## src/rtl/dma_sched_pkg.sv

```systemverilog
`default_nettype none
// ============================================================================
// Module      : dma_sched_pkg
// Description : Shared FSM encoding, default frame geometry and address helper
//               for the DMA write frame scheduler.
// Revision    : 1.0
// ============================================================================
package dma_sched_pkg;

    typedef enum logic [2:0] {
        ST_IDLE     = 3'd0,
        ST_WAIT_SOF = 3'd1,
        ST_CMD      = 3'd2,
        ST_XFER     = 3'd3,
        ST_DONE     = 3'd4
    } sched_state_t;

    localparam logic [31:0] c_DEF_FRAME_BYTES = 32'd1843200;
    localparam logic [31:0] c_DEF_BUF_STRIDE  = 32'h0040_0000;

    // Address arithmetic intentionally wraps modulo 2^32.
    function automatic logic [31:0] buf_addr(input logic [31:0] base,
                                             input logic [31:0] stride,
                                             input logic [1:0]  idx);
        return base + stride * {30'd0, idx};
    endfunction

endpackage
`default_nettype wire

```

## src/rtl/buf_sel.sv

```systemverilog
`default_nettype none
// ============================================================================
// Module      : buf_sel
// Description : Picks the next write buffer, skipping the one held by the reader.
// Revision    : 1.0
// ============================================================================
module buf_sel #(
    parameter int BUF_NUM = 3
) (
    input  logic [1:0] cur_idx,
    input  logic       rd_lock,
    input  logic [1:0] rd_buf_idx,
    output logic [1:0] next_idx
);

    localparam logic [1:0] c_LAST = 2'(BUF_NUM - 1);

    logic [1:0] w_cand;
    logic [1:0] w_skip;

    assign w_cand = (cur_idx == c_LAST) ? 2'd0 : cur_idx + 2'd1;
    assign w_skip = (w_cand == c_LAST) ? 2'd0 : w_cand + 2'd1;

    // With only two buffers there is nowhere to skip to, so overwrite the current one.
    always_comb begin
        next_idx = w_cand;
        if (rd_lock && (w_cand == rd_buf_idx)) begin
            next_idx = (BUF_NUM == 2) ? cur_idx : w_skip;
        end
    end

endmodule
`default_nettype wire

```

## src/rtl/dma_wr_frame_sched.sv

```systemverilog
`default_nettype none
// ============================================================================
// Module      : dma_wr_frame_sched
// Description : Schedules one DMA write command per camera frame into a ring
//               of frame buffers, avoiding the buffer held by the reader.
// Revision    : 1.0
// ============================================================================
module dma_wr_frame_sched
    import dma_sched_pkg::*;
#(
    parameter int          ID_WIDTH    = 4,
    parameter int          BUF_NUM     = 3,
    parameter logic [31:0] BASE_ADDR   = 32'h0000_0000,
    parameter logic [31:0] BUF_STRIDE  = c_DEF_BUF_STRIDE,
    parameter logic [31:0] FRAME_BYTES = c_DEF_FRAME_BYTES
) (
    input  logic                clk,
    input  logic                rst_n,
    input  logic                enable,
    input  logic                frame_start,
    output logic                cmd_valid,
    output logic [31:0]         cmd_addr,
    output logic [31:0]         cmd_len,
    output logic [ID_WIDTH-1:0] cmd_id,
    input  logic                cmd_ready,
    input  logic                dma_done,
    input  logic                rd_lock,
    input  logic [1:0]          rd_buf_idx,
    output logic                done_valid,
    output logic [1:0]          done_idx,
    output logic                busy,
    output logic [15:0]         drop_cnt
);

    localparam logic [1:0] c_LAST_IDX = 2'(BUF_NUM - 1);

    sched_state_t r_state;
    logic [1:0]   r_wr_idx;
    logic [1:0]   w_next_idx;
    logic         w_drop_evt;

    buf_sel #(
        .BUF_NUM    (BUF_NUM)
    ) u_buf_sel (
        .cur_idx    (r_wr_idx),
        .rd_lock    (rd_lock),
        .rd_buf_idx (rd_buf_idx),
        .next_idx   (w_next_idx)
    );

    // Frames arriving while one is in flight are dropped, not queued.
    assign w_drop_evt = frame_start &&
                        ((r_state == ST_CMD) || (r_state == ST_XFER) || (r_state == ST_DONE));

    always_ff @(posedge clk or negedge rst_n) begin
        if (!rst_n) begin
            r_state    <= ST_IDLE;
            r_wr_idx   <= c_LAST_IDX;
            cmd_valid  <= 1'b0;
            cmd_addr   <= BASE_ADDR;
            cmd_len    <= 32'd0;
            cmd_id     <= '0;
            done_valid <= 1'b0;
            done_idx   <= 2'd0;
            busy       <= 1'b0;
            drop_cnt   <= 16'd0;
        end else begin
            done_valid <= 1'b0;
            if (w_drop_evt && (drop_cnt != 16'hFFFF)) begin
                drop_cnt <= drop_cnt + 16'd1;
            end

            case (r_state)
                ST_IDLE: begin
                    if (enable) begin
                        r_state <= ST_WAIT_SOF;
                    end
                end
                ST_WAIT_SOF: begin
                    if (!enable) begin
                        r_state <= ST_IDLE;
                    end else if (frame_start) begin
                        r_wr_idx  <= w_next_idx;
                        cmd_addr  <= buf_addr(BASE_ADDR, BUF_STRIDE, w_next_idx);
                        cmd_len   <= FRAME_BYTES;
                        cmd_id    <= ID_WIDTH'(w_next_idx);
                        cmd_valid <= 1'b1;
                        busy      <= 1'b1;
                        r_state   <= ST_CMD;
                    end
                end
                ST_CMD: begin
                    if (cmd_ready) begin
                        cmd_valid <= 1'b0;
                        r_state   <= ST_XFER;
                    end
                end
                ST_XFER: begin
                    if (dma_done) begin
                        done_idx   <= r_wr_idx;
                        done_valid <= 1'b1;
                        busy       <= 1'b0;
                        r_state    <= ST_DONE;
                    end
                end
                ST_DONE: begin
                    r_state <= enable ? ST_WAIT_SOF : ST_IDLE;
                end
                default: begin
                    cmd_valid <= 1'b0;
                    busy      <= 1'b0;
                    r_state   <= ST_IDLE;
                end
            endcase
        end
    end

endmodule
`default_nettype wire

```

## config.mk

```make
export PLATFORM = sky130hd
export DESIGN_NAME = dma_wr_frame_sched
export DESIGN_NICKNAME = d
export VERILOG_FILES = /design/src/rtl/dma_sched_pkg.sv /design/src/rtl/buf_sel.sv /design/src/rtl/dma_wr_frame_sched.sv
export SDC_FILE = /design/constraint.sdc
export NUM_CORES = 1
export LEC_CHECK = 0
export BUFFER_PORTS_ARGS = -buffer_cell sky130_fd_sc_hd__buf_2
export CORE_MARGIN = 1
export CORE_UTILIZATION = 47
export CTS_BUF_LIST = sky130_fd_sc_hd__clkbuf_2
export CTS_CLUSTER_SIZE = 28
export DETAILED_ROUTE_END_ITERATION = 8
export HOLD_SLACK_MARGIN = 0.02
export PLACE_DENSITY_LB_ADDON = 0.1
export SETUP_SLACK_MARGIN = 0.5
export SYNTH_ARGS = -nofsm -noshare
export SYNTH_HDL_FRONTEND = slang
export SYNTH_SLANG_ARGS = --single-unit
```

## constraint.sdc

```tcl
create_clock -name clk -period 2.7 [get_ports clk]
set_input_delay 0.54 -clock clk [delete_from_list [all_inputs] [get_ports clk]]
set_output_delay 0.54 -clock clk [all_outputs]
set_load 0.05 [all_outputs]
```

# --- Word level (Yosys, flattened, before mapping) ---
# Index checks and enable logic that the tools add are counted.
word_totals:
  wordCells: 59
  out_inout_bits: 89
  register_bits: 29
  in_bits: 9
op_classes:
  n_eq_ne: 14
  muxes: 18
  bitwise_logic: 2
  add_sub_neg: 3
  reduce_logical: 13
op_table:
  columns: ["cell", "n"]
  rows:
  - ["$add 16x1->16 const B", 1]
  - ["$ne 16x16->1 const B", 1]
  - ["$mux 3", 5]
  - ["$pmux 3 s5", 1]
  - ["$reduce_and 4->1", 3]
  - ["$ne 2x2->1 const B", 5]
  - ["$mux 1", 7]
  - ["$eq 3x2->1 const B", 2]
  - ["$mux 2", 3]
  - ["$pmux 1 s3", 2]
  - ["$reduce_or 3->1", 2]
  - ["$add 2x1->2 const B", 2]
  - ["$eq 2x2->1 const B", 2]
  - ["$eq 3x1->1 const B", 1]
  - ["$eq 3x3->1 const B", 1]
  - ["$logic_and 1x1->1", 3]
  - ["$logic_not 3->1", 1]
  - ["$ne 3x3->1 const B", 1]
  - ["$reduce_and 3->1", 1]
  - ["$eq 2x2->1", 1]
  - ["$logic_or 1x1->1", 2]
  - ["$not 1->1", 2]
  - ["$reduce_and 2->1", 1]

# --- Depth between registers and ports, before layout ---
# Gate-level depths: netlist of run 1.
depth:
  depth_word: 5
  depth_mapped: 6
  depth_no_buf: 5

# --- Hierarchy ---
# A second synthesis of run 1 with hierarchy kept.
hier_totals:
  hier_cells: 186
  area_unflattened_um2: 1860.5
modules_own_cells:
  columns: ["mod", "cells_per_inst", "area_per_inst_um2", "n_inst", "seq_area_each_um2"]
  rows:
  - ["dma_wr_frame_sched", 178, 1801.7, 1, 701.9]
  - ["buf_sel", 8, 58.8, 1, 0.0]

# --- Worst setup path before layout of run 1 ---
# OpenSTA, ideal clock, no wires.
synth_timing:
  path_kind: "flip-flop to flip-flop"
  startpoint: "register drop_cnt[0]"
  endpoint: "register drop_cnt[10]"
  synth_period_minus_slack_ns: 2.184
  arrival_time_ns: 2.056
  slack_ns: 0.516
  path_stages_with_launch: 6
  setup_time_ns: 0.128
  n_path_buf: 0
  t_required_ns: 2.572
  cell_sequence: "dfrtp_1 ha_1 nand3_1 a2111oi_4 and3_1 mux2_1"
synth_via:
  elab_chain_cells: 2
  elab_cells_between_ends: 3
  classes_between: "1 x add/sub; 1 x eq/ne; 1 x reduce/logical"
synth_rtl:
  columns: ["item", "line_no", "source"]
  rows:
  - ["start, declared", "dma_wr_frame_sched.sv:32", "output logic [15:0] drop_cnt"]
  - ["start signal, assigned", "dma_wr_frame_sched.sv:70", "drop_cnt <= drop_cnt + 16'd1;"]
  - ["branches (longest 2 deep; another with $add 16x1->16)", null, null]
# Parallel ways; which one is timed is not known.
# A chain may end at the register's enable or synchronous reset.

# --- Final worst setup path of run 1 ---
layout_timing:
  startpoint: "register r_state[2]"
  endpoint: "register drop_cnt[10]"
layout_via:
  elab_chain_cells: 5
  elab_cells_between_ends: 7
  classes_between: "3 x eq/ne; 4 x reduce/logical"
layout_rtl:
  columns: ["item", "line_no", "source"]
  rows:
  - ["start, declared", "dma_wr_frame_sched.sv:37", "sched_state_t r_state;"]
  - ["start signal, assigned", "dma_wr_frame_sched.sv:107", "r_state <= enable ? ST_WAIT_SOF : ST_IDLE;"]
  - ["$eq 3x2->1", "dma_wr_frame_sched.sv:53", "((r_state == ST_CMD) || (r_state == ST_XFER) || (r_state == ST_DONE));"]
  - ["$logic_or 1x1->1", "dma_wr_frame_sched.sv:53", null]
  - ["$logic_or 1x1->1 *", "dma_wr_frame_sched.sv:53", null]
  - ["$logic_and 1x1->1 *", "dma_wr_frame_sched.sv:52", "assign w_drop_evt = frame_start &&"]
  - ["$logic_and 1x1->1 *", "dma_wr_frame_sched.sv:69", "if (w_drop_evt && (drop_cnt != 16'hFFFF)) begin"]
# Mark *: on every way between the ends. The rest lies on a longest branch, timed or not.

==> flow_metrics.py, run 1 <==
metrics = {
    "outcome": {
        "status": "complete, no violations",
    },
    "clock_network": {
        "holdBufCountCts": 0,
        "cts_resized": 0,
        "cts-root-buf": "clkbuf_2",
        "cts_made_buffers": 3,
        "clock_sinks": 28,
        "clkTransAtPathRegs_ps": 260,
        "postCtsSetupBuffers": 0,
        "clockBufferDepth": 2,
        "cts_tree": "built",
        "clock_latency_ps": 380,
        "htree_levels": 1,
    },
    "synth": {
        "yosys.area.top_type": "dfrtp_1",
        "synth_cell_types": 39,
        "yosys_warnings": 0,
        "postSynthCellCount": 197,
        "synthTopCellsByArea": "dfrtp_1, buf_4, xor2_1",
        "async_flop_share_pct": 100,
        "syn_avg_cell_area_um2": 9.44,
        "ys_ff_latch": 28,
        "yosysTopAreaCellShare_pct": 36.3,
        "synth_edf_count": 0,
        "ys_seq_area_share_pct": 37.8,
        "netlist_area_um2": 1860,
        "yosysMostFrequentCell": "buf_4",
        "synth_commonest_cells": "buf_4, dfrtp_1, nand2_1",
        "synth_top_flop_cell": "dfrtp_1",
    },
    "layout": {
        "fin_area_um2": 1850,
        "post_layout_nonfiller_instances": 275,
        "multi_input_comb_area_um2": 841,
        "nNetsFinal": 238,
        "syn2layout_area_growth_pct": -0.404,
        "antenna-diode-count": 0,
        "drive_above_1_share_pct": 21.1,
        "nFillCells": 380,
        "layout.area.seq_um2": 702,
    },
    "routing": {
        "vias": 1245,
        "drt_pass1_iterations": 4,
        "routed_wirelength_mm": 2.85,
        "drt_iter0_drc": 27,
        "ant_nets": 0,
        "routed_via_density": 4.53,
        "remaining_drc_errors": 0,
        "avgRoutedWirePerCell_um": 10.4,
    },
    "global_routing": {
        "grt_pass1_wl_mm": 4.44,
        "grt-ovfl-total": 0,
        "grt_start_max_net_pins": 29,
        "grt_pass1_vias": 991,
        "groute.usage.overall_pct": 13.8,
        "antenna_found_initial": 0,
    },
    "setup_path": {
        "cp.arrival_ps": 2380,
        "reg2reg_from": "r_state[2]$_DFFE_PN0P_",
        "worstSetupStartpointType": "flip-flop",
        "r2r_end": "drop_cnt[10]$_DFFE_PN0P_",
        "critPathRequiredTime_ps": 2990,
        "r2r_slack_ps": 620,
        "crit_path_end_kind": "flip-flop",
        "r2r_cells": 4,
        "setup.worst_path.class": "reg -> reg",
        "worstPathMaxFanout": 11,
    },
    "timing": {
        "setup_violations": 0,
        "max_slew_margin_pct": 58.6,
        "fmax_mhz": 480,
        "setup_slack_ps": 616,
        "slew_viol_final": 0,
        "finalSetupTns_ps": 0,
        "worstMarginPinSlew_ps": 620,
        "finalHoldViolations": 0,
        "rsz0062_at_grt": "no",
        "finalClockSkew_ps": 12.1,
        "finalCritPeriodShare_pct": 77.2,
        "finalCriticalPeriod_ps": 2080,
    },
    "power": {
        "seqPwrFrac_pct": 36.1,
        "power.switching_mw": 0.968,
        "clkPwrFrac_pct": 13.9,
        "swShare_pct": 53.4,
        "power_frac_comb_pct": 50.0,
        "power.internal_mw": 0.846,
        "cellLeakagePower_nw": 1.00,
        "power_density_nw_per_um2": 980,
        "p_total_mw": 1.81,
        "worst_ir_drop_vdd_uv": 546,
    },
    "run": {
        "drv_cap": 0,
    },
    "floorplanning": {
        "core_area_um2": 3720,
        "die_x_um": 64.9,
        "io-pin-count": 98,
        "start_util_pct": 50.0,
        "placementRows": 22,
        "die_area_um2": 4210,
        "die_h_um": 64.9,
    },
    "placement": {
        "placed_area_um2": 1810,
        "dp_hpwl_mm": 2.17,
        "place_congestion": 0.801,
        "io_buffers": 37,
        "dpl.cell_count": 271,
        "place_ws_ps": 645,
    },
    "min_path": {
        "hold_class": "in -> async",
    },
}
==> layout make-up <==
type | count | share of cell area (%)
tap | 48 | 3.24
inverter | 5 | 1.01
clock inverter | 1 | 1.62
multi-input combinational | 153 | 45.4
sequential | 28 | 37.9
clock buffer | 3 | 0.811
timing repair buffer | 37 | 10.0
==> registers in the layout, summed over array words and instances, names as in the netlist <==
name        flops
cmd_len         1
cmd_valid       1
r_wr_idx        2
done_idx        2
drop_cnt       16
done_valid      1
cmd_id          1
busy            1
r_state         3
==> layer usage <==
metal | vias up | part of all wire [%] | GRT usage, %
li1 | 606 | - | -
met2 | 60 | 45 | 22.4
met4 | 0 | 1.8 | 6.67
met1 | 574 | 46 | 17.8
met5 | - | 0 | 0
met3 | 5 | 7.1 | 2.29
==> worst max-delay path: stages (launching register included) <==
cell	delay, ps
dfrtp_1	550
or3b_4	440
a2111oi_4	480
and3_1	220
mux2_1	310
==> kinds of logic (layout without fill, tap and decap cells) <==
kind of cell / after synthesis / count (layout) / synth area share, %
simple gates: 49 / 49 / 14.6
compound gates: 29 / 29 / 10.7
other cells: 1 / 60 / 0.202
buf+inv: 75 / 46 / 28.9
fa+ha+maj: 1 / 1 / 0.673
xor+xnor: 10 / 10 / 4.71
mux: 4 / 4 / 2.42
flops: 28 / 28 / 37.8
==> stage by stage <==
| step | util, % | hold slack, ps |
|---|---|---|
| floorplan | - | 244 |
| global placement | 48.6 | 482 |
| detailed placement | 48.6 | 479 |
| CTS | 49.8 | 125 |
| global route | 49.8 | 123 |
| finish | 49.8 | 124 |
==> power by group through the flow <==
| stage | clock network [mW] | logic, mW | registers [mW] |
|---|---|---|---|
| 2_1_floorplan | 0 | 0.644 | 0.882 |
| 3_3_place_gp | 0 | 0.907 | 0.660 |
| 3_5_place_dp | 0 | 0.909 | 0.664 |
| 4_1_cts | 0.260 | 0.912 | 0.655 |
| 5_1_grt | 0.275 | 0.961 | 0.678 |
| 6_report | 0.253 | 0.906 | 0.655 |
==> layout by cell type (no fill, tap or decap), types with 3 or more instances in the layout <==
cell	n
xor2_1	8
nor3_1	6
o21ai_0	7
nand4_1	4
dfrtp_1	27
mux2_2	3
nand3_1	5
a21oi_1	8
buf_2	37
clkbuf_2	3
conb_1	60
and3_1	3
inv_1	5
nand2_1	10
nor2_1	7
and4_1	3
==> worst max-delay path by stage <==
stage                       startpoint                  endpoint  depth (start not counted)
2_1_floorplan  drop_cnt[0]$_DFFE_PN0P_  drop_cnt[10]$_DFFE_PN0P_                          5
3_3_place_gp    r_state[2]$_DFFE_PN0P_  drop_cnt[10]$_DFFE_PN0P_                          4
3_5_place_dp    r_state[2]$_DFFE_PN0P_  drop_cnt[10]$_DFFE_PN0P_                          4
4_1_cts         r_state[2]$_DFFE_PN0P_  drop_cnt[10]$_DFFE_PN0P_                          4
5_1_grt         r_state[2]$_DFFE_PN0P_  drop_cnt[10]$_DFFE_PN0P_                          4
6_report        r_state[2]$_DFFE_PN0P_  drop_cnt[10]$_DFFE_PN0P_                          4
No activity file was read; power rests on OpenSTA's default activity.
==> inputs of run 2 (changes only) <==
- CORE_UTILIZATION: 47 -> 42
- clock period: 2.7 -> 1.71 ns (I/O delays scaled with it)
==> flow_metrics.py, run 2 (synthesized netlist as in run 1, its figures left out) <==
metrics = {
    "outcome": {
        "status": "finished, violations left",
        "violations": "negative setup slack",
    },
    "power": {
        "cellLeakagePower_nw": 1.47,
        "p_total_mw": 4.18,
        "power_density_nw_per_um2": 1400,
        "worst_ir_drop_vdd_uv": 710,
    },
    "routing": {
        "routed_wirelength_mm": 4.58,
        "routed_via_density": 4.63,
        "drt_iter0_drc": 31,
        "avgRoutedWirePerCell_um": 13.6,
        "ant_nets": 0,
        "vias": 1559,
        "remaining_drc_errors": 0,
        "drt_pass1_iterations": 4,
    },
    "global_routing": {
        "antenna_found_initial": 0,
        "grt-ovfl-total": 0,
        "groute.usage.overall_pct": 18.1,
        "grt_start_max_net_pins": 29,
        "grt_pass1_vias": 1304,
        "grt_pass1_wl_mm": 6.29,
    },
    "layout": {
        "fin_util_pct": 72.7,
        "syn2layout_area_growth_pct": 60.8,
        "nFillCells": 268,
        "nNetsFinal": 298,
        "largest_reg_flops": 16,
        "drive_above_1_share_pct": 56.8,
        "mostFrequentLayoutCell": "conb_1",
        "largest-register": "drop_cnt",
        "largestRegisters": "drop_cnt x16, r_state x3",
        "antenna-diode-count": 0,
        "layout_common_cells": "conb_1, buf_6, buf_4",
    },
    "setup_path": {
        "crit_path_end_kind": "flip-flop",
        "worstSetupStartpointType": "flip-flop",
        "r2r_slack_ps": -50,
        "worstPathMaxFanout": 2,
        "worstPathCellList": "or3b_4 -> a2111oi_4 -> and3_4 -> mux2_4",
        "r2r_end": "drop_cnt[10]$_DFFE_PN0P_",
        "critPathRequiredTime_ps": 2050,
        "slowest_delay_ps": 460,
        "cp.arrival_ps": 2090,
        "setup.worst_path.class": "reg -> reg",
        "r2r_cells": 4,
        "cp_slowest_cell": "dfrtp_1",
        "reg2reg_from": "r_state[0]$_DFFE_PN0P_",
    },
    "clock_network": {
        "htree_levels": 1,
        "clock_latency_ps": 390,
        "cts_tree": "built",
        "cts-root-buf": "clkbuf_2",
        "clock_sinks": 28,
        "clkTransAtPathRegs_ps": 300,
        "clockBufferDepth": 2,
        "cts_made_buffers": 3,
    },
    "timing": {
        "finalCritPeriodShare_pct": 103,
        "setup_slack_ps": -48.1,
        "rsz0062_at_grt": "yes",
        "max_slew_margin_pct": 56.9,
        "worstMarginPinSlew_ps": 647,
        "finalClockSkew_ps": 12.5,
        "finalHoldViolations": 0,
        "fmax_mhz": 569,
        "slew_viol_final": 0,
        "finalCriticalPeriod_ps": 1760,
        "setup_violations": 6,
    },
    "floorplanning": {
        "die_h_um": 68.5,
        "io-pin-count": 98,
        "core_area_um2": 4120,
        "placementRows": 23,
        "die_area_um2": 4700,
        "start_util_pct": 45.2,
        "die_x_um": 68.5,
    },
    "placement": {
        "io_buffers": 37,
        "place_congestion": 0.730,
        "dp_hpwl_mm": 2.31,
    },
    "min_path": {
        "hold_class": "in -> reg",
        "hold_path_depth": 3,
        "min_from": "enable",
        "hold_end": "r_state[0]$_DFFE_PN0P_",
    },
    "run": {
        "drv_cap": 0,
    },
}
run 2: cell types whose count changed in the layout (fill, tap and decap cells not counted), sizes merged:
| cell | previous run | this run |
|---|---|---|
| dlygate4sd3 | 0 | 1 |
| buf | 37 | 96 |
run 2: critical path, delay by kind of cell, from the launching register on:
kind | cells | cell delay, ps
compound gates | 1 | 320
mux | 1 | 290
flops | 1 | 460
simple gates | 2 | 650
run 2: how the worst max path moves through the flow:
stage / startpoint / endpoint / depth (start not counted) / slack (ps)
2_1_floorplan: r_state[0]$_DFFE_PN0P_ / drop_cnt[10]$_DFFE_PN0P_ / 5 / -220
3_3_place_gp: r_state[1]$_DFFE_PN0P_ / drop_cnt[10]$_DFFE_PN0P_ / 4 / -50
6_report: r_state[0]$_DFFE_PN0P_ / drop_cnt[10]$_DFFE_PN0P_ / 4 / -50
3_5_place_dp: r_state[1]$_DFFE_PN0P_ / drop_cnt[10]$_DFFE_PN0P_ / 4 / -90
4_1_cts: r_state[0]$_DFFE_PN0P_ / drop_cnt[10]$_DFFE_PN0P_ / 4 / -40
5_1_grt: drop_cnt[1]$_DFFE_PN0P_ / drop_cnt[5]$_DFFE_PN0P_ / 7 / -90
run 2: report_power, final:
group | internal (mW) | total [mW] | switching, mW
Sequential | 0.852 | 1.08 | 0.223
Clock | 0.201 | 0.425 | 0.224
Combinational | 1.16 | 2.68 | 1.52
Total | 2.21 | 4.18 | 1.97
run 2: area by class of cell:
type | instances | area, um2 | area share, %
clock buffers | 3 | 15.0 | 0.502
repair buffers | 97 | 1000 | 33.6
inverters | 5 | 18.8 | 0.628
flip-flops and latches | 28 | 723 | 24.2
well taps | 50 | 62.6 | 2.09
multi-input cells | 153 | 1140 | 38.0
clock inverters | 1 | 30.0 | 1.00
run 2: timing repair:
action,in CTS,in global routing
buffers inserted,21,27
pin swaps,20,16
resized for setup,121,38
setup endpoints to repair,52,54
endpoints found under the hold margin,27,0
hold buffers,1,0
run 2: routing by layer:
| layer | track usage [%] | part of all wire, % | vias up |
|---|---|---|---|
| met1 | 23.0 | 43 | 762 |
| met2 | 31.7 | 51 | 64 |
| met3 | 2.96 | 4.8 | 6 |
| met5 | 0 | 0 | - |
| li1 | - | - | 727 |
| met4 | 4.17 | 1.4 | 0 |
run 2: through the flow:
step | hold WS, ps | std cells | TNS, ps | instance area, um2 | worst slack [ps]
finish | 184 | 337 | -156 | 2990 | -48.1
global route | 132 | 337 | -289 | 2990 | -89.9
CTS | 185 | 310 | -42.0 | 2640 | -42.0
detailed placement | 410 | 284 | -88.6 | 1980 | -88.6
global placement | 407 | 284 | -51.0 | 1980 | -51.0
floorplan | 46.4 | 256 | -790 | 2190 | -217
==> inputs of run 3 (changes only) <==
- BUFFER_PORTS_ARGS: -buffer_cell sky130_fd_sc_hd__buf_2 -> default
- CORE_UTILIZATION: 42 -> 59
- DONT_BUFFER_PORTS: default -> 1
==> flow_metrics.py, run 3 (synthesized netlist as in run 1, its figures left out) <==
metrics = {
    "outcome": {
        "status": "finished, violations left",
        "violations": "negative setup slack",
    },
    "placement": {
        "dp_hpwl_mm": 2.43,
        "place_congestion": 0.853,
        "placed_area_um2": 1940,
        "io_buffers": 0,
    },
    "routing": {
        "avgRoutedWirePerCell_um": 14.6,
        "vias": 1432,
        "routed_wirelength_mm": 4.24,
        "remaining_drc_errors": 0,
        "drt_iter0_drc": 48,
        "drt_pass1_iterations": 6,
        "routed_via_density": 4.92,
        "ant_nets": 0,
    },
    "layout": {
        "multi_input_comb_area_um2": 1120,
        "largest_reg_flops": 16,
        "syn2layout_area_growth_pct": 40.5,
        "fin_area_um2": 2610,
        "mostFrequentLayoutCell": "conb_1",
        "nNetsFinal": 258,
        "fin_util_pct": 86.3,
        "layout_common_cells": "conb_1, buf_6, buf_4",
        "largest-register": "drop_cnt",
        "antenna-diode-count": 0,
        "drive_above_1_share_pct": 45.7,
        "largestRegisters": "drop_cnt x16, r_state x3",
        "nFillCells": 135,
        "layout.area.seq_um2": 724,
    },
    "power": {
        "worst_ir_drop_vdd_uv": 1360,
        "power_density_nw_per_um2": 1400,
        "cellLeakagePower_nw": 1.22,
        "p_total_mw": 3.65,
    },
    "timing": {
        "finalCriticalPeriod_ps": 1770,
        "setup_slack_ps": -63.9,
        "rsz0062_at_grt": "yes",
        "setup_violations": 5,
        "finalClockSkew_ps": 45.4,
        "worstMarginPinSlew_ps": 538,
        "fmax_mhz": 564,
        "max_slew_margin_pct": 64.1,
        "finalCritPeriodShare_pct": 104,
        "slew_viol_final": 0,
        "finalHoldViolations": 0,
    },
    "setup_path": {
        "setup.worst_path.class": "reg -> reg",
        "worstPathCellList": "or3b_4 -> a2111oi_4 -> and3_1 -> mux2_4",
        "critPathRequiredTime_ps": 2040,
        "cp.arrival_ps": 2110,
        "cp_slowest_cell": "dfrtp_1",
        "worstPathMaxFanout": 2,
        "crit_path_end_kind": "flip-flop",
        "worstSetupStartpointType": "flip-flop",
        "slowest_delay_ps": 470,
    },
    "global_routing": {
        "groute.usage.overall_pct": 22.9,
        "grt_pass1_wl_mm": 5.98,
        "grt-ovfl-total": 0,
        "grt_util_met3_pct": 3.79,
        "gr-usage-met1_pct": 27.8,
        "antenna_found_initial": 0,
        "grt_start_max_net_pins": 29,
        "grt.busiest_layer": "met2",
        "grtUsageMet2_pct": 42.0,
        "grt_pass1_vias": 1262,
    },
    "clock_network": {
        "clockBufferDepth": 2,
        "clock_sinks": 28,
        "cts-root-buf": "clkbuf_2",
        "clock_latency_ps": 400,
        "cts_tree": "built",
        "clkTransAtPathRegs_ps": 300,
        "cts_made_buffers": 3,
        "htree_levels": 1,
    },
    "min_path": {
        "hold_class": "in -> reg",
    },
    "floorplanning": {
        "start_util_pct": 61.4,
        "die_area_um2": 3380,
        "die_x_um": 58.1,
        "placementRows": 20,
        "io-pin-count": 98,
        "die_h_um": 58.1,
        "core_area_um2": 3030,
    },
    "run": {
        "drv_cap": 0,
    },
}
[run 3: cell type report]
type / count / share of cell area [%]
flip-flops and latches: 28 / 27.7
multi-input cells: 153 / 43.0
inverters: 5 / 0.718
clock inverters: 1 / 0.144
repair buffers: 57 / 25.8
well taps: 44 / 2.11
clock buffers: 3 / 0.575
[run 3: what timing repair did]
item,in CTS,in global routing
resized for setup,73,25
endpoints found under the setup margin,52,54
hold buffers,2,0
buffers inserted,12,13
pin swaps,17,16
hold endpoints to repair,28,0
[run 3: per-layer routing]
| layer | vias up | part of all wire [%] |
|---|---|---|
| li1 | 651 | - |
| met1 | 702 | 41 |
| met2 | 66 | 52 |
| met3 | 13 | 5.2 |
| met4 | 0 | 2.5 |
| met5 | - | 0 |
[run 3: critical path: cells and delay by family, from the launching register on]
family	cells	cell delay (ps)
mux	1	300
simple gates	2	630
compound gates	1	320
flops	1	470
[run 3: path summary, 6_finish.rpt]
check	cells past startpoint	slack [ps]	end	from
setup / recovery	4	-60	drop_cnt[10]$_DFFE_PN0P_	r_state[0]$_DFFE_PN0P_
hold / removal	2	40	r_state[0]$_DFFE_PN0P_	enable
setup reg to reg	4	-60	drop_cnt[10]$_DFFE_PN0P_	r_state[0]$_DFFE_PN0P_
hold reg to reg	1	560	r_wr_idx[1]$_DFFE_PN1P_	r_wr_idx[1]$_DFFE_PN1P_
max in group asynchronous	2	1100	r_wr_idx[1]$_DFFE_PN1P_	rst_n
min in group asynchronous	2	320	busy$_DFFE_PN0P_	rst_n
[run 3: through the flow]
stage / TNS, ps / setup slack, ps / hold slack, ps / cells
global placement: -37.5 / -37.5 / 47.1 / 260
floorplan: -790 / -217 / 46.4 / 256
detailed placement: -152 / -98.4 / 47.1 / 260
global route: -619 / -113 / 27.6 / 291
finish: -142 / -63.9 / 36.4 / 291
CTS: -42.1 / -42.1 / 88.9 / 278
[run 3: report_power, final]
part / switching [mW] / total, mW / internal, mW
Combinational: 1.25 / 2.11 / 0.861
Clock: 0.205 / 0.256 / 0.0507
Sequential: 0.434 / 1.29 / 0.851
Total: 1.89 / 3.65 / 1.76
